## src/rtl/lu_pkg.sv

```systemverilog
// Shared types and sizing helpers for the LU trailing-update cell.
// Pure declarations: no logic, no latency.
// No flow control lives here; see lu_update_cell for handshakes.
package lu_pkg;

    // Default element width and number of products per element.
    localparam int SZ_DEF     = 8;
    localparam int NTERMS_DEF = 4;

    // Cell sequencing: wait for a_ij, fold in the products, hold the result.
    typedef enum logic [1:0] {
        IDLE  = 2'd0,
        ACCUM = 2'd1,
        DONE  = 2'd2
    } state_t;

    // Accumulator width that cannot overflow.
    // Each product needs 2*sz bits. Summing nterms of them, plus the sign-extended
    // a_ij, needs clog2(nterms) + 1 extra bits of headroom.
    function automatic int acc_w(input int sz, input int nterms);
        return 2 * sz + $clog2(nterms) + 1;
    endfunction

endpackage

```

## src/rtl/lu_update_cell_if.sv

```systemverilog
// Bundles the element, product-term, pass-through and result ports of the cell.
// Wires only, zero latency.
// a_valid/a_ready and r_valid/r_ready are valid-ready pairs; zu_valid has no back-channel.
interface lu_update_cell_if
    import lu_pkg::*;
#(
    parameter int SZ = SZ_DEF
);
    logic signed [SZ-1:0] a_in;
    logic                 a_valid;
    logic                 a_ready;
    logic signed [SZ-1:0] z_in;
    logic signed [SZ-1:0] u_in;
    logic                 zu_valid;
    logic        [SZ-1:0] x_in;
    logic        [SZ-1:0] x_out;
    logic signed [SZ-1:0] r_out;
    logic                 r_valid;
    logic                 r_ready;
    logic                 r_sat;

    // Upstream/downstream side: feeds operands, consumes results.
    modport master (
        output a_in, a_valid, z_in, u_in, zu_valid, x_in, r_ready,
        input  a_ready, x_out, r_out, r_valid, r_sat
    );

    // Cell side.
    modport slave (
        input  a_in, a_valid, z_in, u_in, zu_valid, x_in, r_ready,
        output a_ready, x_out, r_out, r_valid, r_sat
    );

endinterface

```

## src/rtl/lu_mul.sv

```systemverilog
// Signed SZ x SZ multiplier with a full 2*SZ-bit product.
// Combinational, zero latency.
// No flow control; the caller qualifies the operands.
module lu_mul
    import lu_pkg::*;
#(
    parameter int SZ = SZ_DEF
) (
    input  logic signed [SZ-1:0]   a,
    input  logic signed [SZ-1:0]   b,
    output logic signed [2*SZ-1:0] p
);
    localparam int PW = 2 * SZ;

    // Widen both signed operands before multiplying.
    // This keeps the full product, including the -2^(SZ-1) * -2^(SZ-1) corner case.
    assign p = PW'(a) * PW'(b);

endmodule

```

## src/rtl/lu_update_cell.sv

```systemverilog
// LU trailing update: r = a_ij + sum over NTERMS of (z_k * u_k); optional clamp under LU_UPD_SAT_EN.
// Latency: r_valid rises NTERMS+1 cycles after a_in is accepted, plus one cycle per zu_valid bubble.
// Backpressure: result held stable while r_ready=0; a_ready only in IDLE; x_out is an unconditional 1-cycle delay.
module lu_update_cell
    import lu_pkg::*;
#(
    parameter int SZ     = SZ_DEF,
    parameter int NTERMS = NTERMS_DEF
) (
    input  logic             clk,
    input  logic             rst,
    lu_update_cell_if.slave  io
);
    localparam int ACC_W = acc_w(SZ, NTERMS);
    // Sized so the counter can reach NTERMS-1 for any NTERMS >= 1.
    localparam int CNT_W = $clog2(NTERMS + 1);
    localparam logic [CNT_W-1:0] LAST_CNT = CNT_W'(NTERMS - 1);

    state_t state;
    state_t state_nxt;

    logic signed [ACC_W-1:0] acc;
    logic signed [ACC_W-1:0] acc_sum;
    logic signed [ACC_W-1:0] a_ext;
    logic signed [ACC_W-1:0] prod_ext;
    logic signed [2*SZ-1:0]  prod;
    logic        [CNT_W-1:0] cnt;

    logic                    load_a;
    logic                    take_term;
    logic                    last_term;
    logic                    deliver;

    logic signed [SZ-1:0]    res;
    logic                    res_sat;

    // The product of the current z/u pair feeds the accumulator adder.
    lu_mul #(.SZ(SZ)) u_mul (
        .a (io.z_in),
        .b (io.u_in),
        .p (prod)
    );

    assign a_ext    = ACC_W'(io.a_in);
    assign prod_ext = ACC_W'(prod);
    assign acc_sum  = acc + prod_ext;

`ifdef LU_UPD_SAT_EN
    localparam logic signed [ACC_W-1:0] SAT_MAX = ACC_W'((1 << (SZ - 1)) - 1);
    localparam logic signed [ACC_W-1:0] SAT_MIN = ACC_W'(-(1 << (SZ - 1)));

    // Clamp the final sum into the signed SZ-bit range and flag the clip.
    always_comb begin
        res     = acc_sum[SZ-1:0];
        res_sat = 1'b0;
        if (acc_sum > SAT_MAX) begin
            res     = {1'b0, {(SZ-1){1'b1}}};
            res_sat = 1'b1;
        end else if (acc_sum < SAT_MIN) begin
            res     = {1'b1, {(SZ-1){1'b0}}};
            res_sat = 1'b1;
        end
    end
`else
    // Wrap-around: keep the low SZ bits of the sum; the result is never flagged.
    assign res     = acc_sum[SZ-1:0];
    assign res_sat = 1'b0;
`endif

    // State register.
    always_ff @(posedge clk) begin
        if (rst) begin
            state <= IDLE;
        end else begin
            state <= state_nxt;
        end
    end

    // Next-state logic plus per-cycle strobes.
    // Inputs that do not belong to the current state are simply not looked at.
    always_comb begin
        state_nxt  = state;
        load_a     = 1'b0;
        take_term  = 1'b0;
        last_term  = 1'b0;
        deliver    = 1'b0;
        io.a_ready = 1'b0;
        case (state)
            IDLE: begin
                io.a_ready = 1'b1;
                if (io.a_valid) begin
                    load_a    = 1'b1;
                    state_nxt = ACCUM;
                end
            end
            ACCUM: begin
                if (io.zu_valid) begin
                    take_term = 1'b1;
                    if (cnt == LAST_CNT) begin
                        last_term = 1'b1;
                        state_nxt = DONE;
                    end
                end
            end
            DONE: begin
                if (io.r_ready) begin
                    deliver   = 1'b1;
                    state_nxt = IDLE;
                end
            end
            default: begin
                state_nxt = IDLE;
            end
        endcase
    end

    // Accumulator and term counter.
    // The result is latched on the final term, so r_out/r_sat cannot move while DONE waits.
    always_ff @(posedge clk) begin
        if (rst) begin
            acc        <= '0;
            cnt        <= '0;
            io.r_out   <= '0;
            io.r_sat   <= 1'b0;
            io.r_valid <= 1'b0;
        end else begin
            if (load_a) begin
                acc <= a_ext;
                cnt <= '0;
            end else if (take_term) begin
                acc <= acc_sum;
                cnt <= cnt + CNT_W'(1);
            end

            if (last_term) begin
                io.r_out   <= res;
                io.r_sat   <= res_sat;
                io.r_valid <= 1'b1;
            end else if (deliver) begin
                io.r_valid <= 1'b0;
            end
        end
    end

    // Systolic pass-through: a plain one-register delay, independent of the FSM.
    always_ff @(posedge clk) begin
        if (rst) begin
            io.x_out <= '0;
        end else begin
            io.x_out <= io.x_in;
        end
    end

endmodule

```

## src/flat_wrapper.sv

```systemverilog
// flat-port wrapper written by rule: the top's interface ports become plain ports
module lu_update_cell_flat import lu_pkg::*;
#(
    parameter int SZ     = SZ_DEF,
    parameter int NTERMS = NTERMS_DEF
)
  (clk, rst, io_a_in, io_a_valid, io_z_in, io_u_in, io_zu_valid, io_x_in, io_r_ready, io_a_ready, io_x_out, io_r_out, io_r_valid, io_r_sat);
  lu_update_cell_if #(.SZ(SZ)) io_i ();
  input  logic clk;
  input  logic rst;
  input wire logic [$bits(io_i.a_in)-1:0] io_a_in;
  input wire logic [$bits(io_i.a_valid)-1:0] io_a_valid;
  input wire logic [$bits(io_i.z_in)-1:0] io_z_in;
  input wire logic [$bits(io_i.u_in)-1:0] io_u_in;
  input wire logic [$bits(io_i.zu_valid)-1:0] io_zu_valid;
  input wire logic [$bits(io_i.x_in)-1:0] io_x_in;
  input wire logic [$bits(io_i.r_ready)-1:0] io_r_ready;
  output wire logic [$bits(io_i.a_ready)-1:0] io_a_ready;
  output wire logic [$bits(io_i.x_out)-1:0] io_x_out;
  output wire logic [$bits(io_i.r_out)-1:0] io_r_out;
  output wire logic [$bits(io_i.r_valid)-1:0] io_r_valid;
  output wire logic [$bits(io_i.r_sat)-1:0] io_r_sat;
  assign io_i.a_in = io_a_in;
  assign io_i.a_valid = io_a_valid;
  assign io_i.z_in = io_z_in;
  assign io_i.u_in = io_u_in;
  assign io_i.zu_valid = io_zu_valid;
  assign io_i.x_in = io_x_in;
  assign io_i.r_ready = io_r_ready;
  assign io_a_ready = io_i.a_ready;
  assign io_x_out = io_i.x_out;
  assign io_r_out = io_i.r_out;
  assign io_r_valid = io_i.r_valid;
  assign io_r_sat = io_i.r_sat;
  lu_update_cell #(.SZ(SZ), .NTERMS(NTERMS)) u_core (.clk(clk), .rst(rst), .io(io_i));
endmodule
```

## config.mk

```make
export PLATFORM = sky130hd
export DESIGN_NAME = lu_update_cell_flat
export DESIGN_NICKNAME = d
export VERILOG_FILES = /design/src/rtl/lu_pkg.sv /design/src/rtl/lu_update_cell_if.sv /design/src/rtl/lu_mul.sv /design/src/rtl/lu_update_cell.sv /design/src/flat_wrapper.sv
export SDC_FILE = /design/constraint.sdc
export NUM_CORES = 1
export LEC_CHECK = 0
export ABC_AREA = 1
export CAP_MARGIN = 15
export CELL_PAD_IN_SITES_DETAIL_PLACEMENT = 1
export CELL_PAD_IN_SITES_GLOBAL_PLACEMENT = 1
export CORE_MARGIN = 5
export CORE_UTILIZATION = 38
export DETAILED_ROUTE_END_ITERATION = 10
export GPL_ROUTABILITY_DRIVEN = 0
export PLACE_DENSITY = 0.87
export RECOVER_POWER = 50
export SYNTH_ARGS = -nofsm -noshare
export SYNTH_HDL_FRONTEND = slang
export SYNTH_SLANG_ARGS = --single-unit
```

## constraint.sdc

```tcl
create_clock -name clk -period 12.85 [get_ports clk]
set_input_delay 1.9275 -clock clk [delete_from_list [all_inputs] [get_ports clk]]
set_output_delay 1.9275 -clock clk [all_outputs]
set_load 0.02 [all_outputs]
```

==> out/metrics.csv <==
stage,metric,value,unit
status,outcome,"finished, final reports clean",
setup_path,crit-path max FO,9,
clock_network,Post-CTS Setup Inserts,0,
routing,total routed wirelength,6551,um
cells_and_area,layout cells sized above 1,4.580,%
sta,Final Hold Fails,0,
placed_design,Cells after DPL,460,
logic_synthesis,synth unique cells,24,
cells_and_area,Final Instance Area,0.003082,mm2
setup_path,CP arrival,6.43,ns
setup_path,Setup CP Type,primary input to register,
clock_network,Worst-Skew Late Latency,0.28,ns
routing,first drt pass iteration count,4,
clock_network,clock root cell,clkbuf_8,
die,IO Count,56,
cells_and_area,Nets,469,
placed_design,area of placed instances,0.002972,mm2
routing,drt initial violations,37,
sta,RSZ-0062 raised after global routing,no,
sta,fin crit share,49.06,%
cells_and_area,Diodes inserted,0,
grt,grt ovf,0,
grt,Tot GR Track Use,17.93,%
routing,DR vias,2217,
clock_network,Num Clock Sinks,30,
grt,initial antenna violation count,0,
sta,final worst-path setup slack,6.545,ns
cells_and_area,"most common cell after layout, fill and taps aside",nand2_1,
grt,global-route wire length before repair,11260,um
pwr,clock power share,25.6,%
logic_synthesis,largest area contributor in the netlist,dfxtp_1,
pwr,reported net switching power,132.4,uW
sta,worst-margin pin slew,1.002,ns
pwr,switching part of the total,37.79,%
placed_design,post-DP HPWL,5380,um
hold_path,HP Class,register to register,
setup_path,CP Data Required Time,12.98,ns
logic_synthesis,Synth Instances,338,
placed_design,Placement Setup Slack,6.281,ns
logic_synthesis,"Seq/Total Area, Yosys",25.21,%
routing,Vias/cell,4.737,
sta,Post-Route Hold Slack,0.4684,ns
clock_network,maximum clock insertion buffer count,2,
pwr,LEAKAGE,1.662,nW
pwr,PwrDens,113.6,mW/mm2
grt,largest net degree at the start of global routing,27,
pwr,internal power,217.8,uW
setup_path,CP Launch Type,primary input,
sta,endpoints failing setup,0,
pwr,Sequential Power Share,28.6,%
routing,WL/cell,14.00,um
cells_and_area,fin cells,468,
clock_network,CTS tree,built,
sta,f_max,0.1586,GHz
routing,Routed Antenna Nets,0,
logic_synthesis,Syn Area/Cell,7.048,um2
cells_and_area,Layout area overhead,29.36,%
sta,clk_skew,0.002244,ns
grt,vias in the first global route,2484,
clock_network,CTS Buf Count,5,
clock_network,PostCTS Resize Cnt,0,
clock_network,Post-CTS Hold Fix Bufs,0,
pwr,Logic pwr share,45.8,%
logic_synthesis,Syn Nets,415,
cells_and_area,most frequent cells in the layout,"118 x nand2_1, 76 x inv_1, 38 x clkdlybuf4s50_1, 30 x dfxtp_1, 22 x ha_1",
placed_design,PortBufs,54,
logic_synthesis,Syn Std Cell Area,0.002382,mm2
logic_synthesis,Ys Warns,0,
setup_path,Worst Setup End Kind,register,
sta,setup tns final,0,ns
die,DIE HEIGHT,89.18,um
die,Row Count,28,
setup_path,r2r setup slk,8.62,ns
die,width of the die,89.18,um
sta,Max Slew Vio Count,0,
clock_network,htree depth,2,
sta,relative slew slack,32.95,%
logic_synthesis,Yosys reg bits,30,
die,die area,0.007953,mm2
run,max_cap viols,0,
die,Initial Util,39.53,%
die,CORE AREA,0.006026,mm2
pwr,Peak VDD IR,0.07465,mV
logic_synthesis,Synth top area share,25.21,%
sta,Tmin final,6.305,ns
routing,drt drc,0,
logic_synthesis,most area-consuming cells after synthesis,"dfxtp_1 25%, nand2_1 19%, fa_1 15%, inv_1 12%, ha_1 12%",
clock_network,clock-pin slew on the worst setup and hold paths,0.06,ns
## power by group through the flow
stage	Combinational (mW)	Sequential, mW	Clock [mW]
2_1_floorplan	0.108	0.103	0
3_5_place_dp	0.159	0.102	0
5_1_grt	0.187	0.101	0.0956
3_3_place_gp	0.146	0.102	0
4_1_cts	0.165	0.100	0.0918
6_report	0.161	0.100	0.0896
## flip-flops by register name, summed over array words and instances (netlist names)
signal and count:
u_core.acc 8, u_core.cnt 3, u_core.io.r_out 8, u_core.io.r_valid 1
u_core.io.x_out 8, u_core.state 2
## stage by stage
step           utilization [%]  total power [mW]
6_report                 51.14            0.3502
5_1_grt                  51.14            0.3831
4_1_cts                  51.14            0.3571
3_5_place_dp             49.31            0.2615
3_3_place_gp             49.31            0.2483
2_1_floorplan                -            0.2111
## worst max-delay path, stage by stage
cell and delay [ns]:
dlygate4sd3_1 0.74, nand2_1 0.12, fa_1 0.48, inv_1 0.06
fa_1 0.52, inv_1 0.06, fa_1 0.48, inv_1 0.06
fa_1 0.47, ha_1 0.31, ha_1 0.32, a21oi_1 0.16
nand2_1 0.08, xor2_1 0.18, inv_1 0.07, nand3_1 0.09
nand2_1 0.08, inv_1 0.07, nand2_2 0.06, nand3_2 0.06
a21oi_2 0.06
## synth_stat cells
cell type / n
clkbuf_1: 3
conb_1: 1
a21oi_2: 2
nand4_1: 1
a31oi_1: 6
buf_6: 1
nand3_1: 7
buf_4: 3
clkinv_1: 2
dfxtp_1: 30
xor2_1: 3
nor2_1: 13
o221ai_1: 1
nand2_2: 4
inv_2: 1
a21oi_1: 14
ha_1: 22
nand3_2: 2
nand3b_1: 3
fa_1: 18
nand2_1: 118
o21ai_0: 6
nor3_2: 1
inv_1: 76
## cells by family (layout without fill, tap and decap cells)
group | count (synthesis) | after routing | share of synthesized area, %
other cells | 1 | 1 | 0.1574
flops | 30 | 30 | 25.21
fa+ha+maj | 40 | 40 | 26.68
xor+xnor | 3 | 3 | 1.103
compound gates | 29 | 29 | 6.881
buf+inv | 86 | 141 | 14.34
simple gates | 149 | 149 | 25.63
## worst paths after layout
| path | startpoint | end | cells past startpoint |
|---|---|---|---|
| worst max register to register | u_core.acc[6] | u_core.acc[7] | 20 |
| worst max-delay path | io_u_in[0] | u_core.acc[7] | 21 |
| worst min-delay path | u_core.io.r_out[1] | u_core.io.r_out[1] | 2 |
| worst min register to register | u_core.io.r_out[1] | u_core.io.r_out[1] | 2 |
## cell type report
| class | count | area (um2) |
|---|---|---|
| inverters | 79 | 296.5 |
| repair buffers | 54 | 540.5 |
| fillers | 785 | 2944 |
| well taps | 75 | 93.84 |
| flip-flops and latches | 30 | 600.6 |
| clock buffers | 8 | 110.1 |
| multi-input cells | 222 | 1440 |
## layer usage
metal	wire length (um)	track usage (%)
met1	2744	20.16
met2	3311	34.03
met3	423	4.608
met4	72	3.383
met5	0	0
Note: power is estimated with default switching activity, not from simulation.
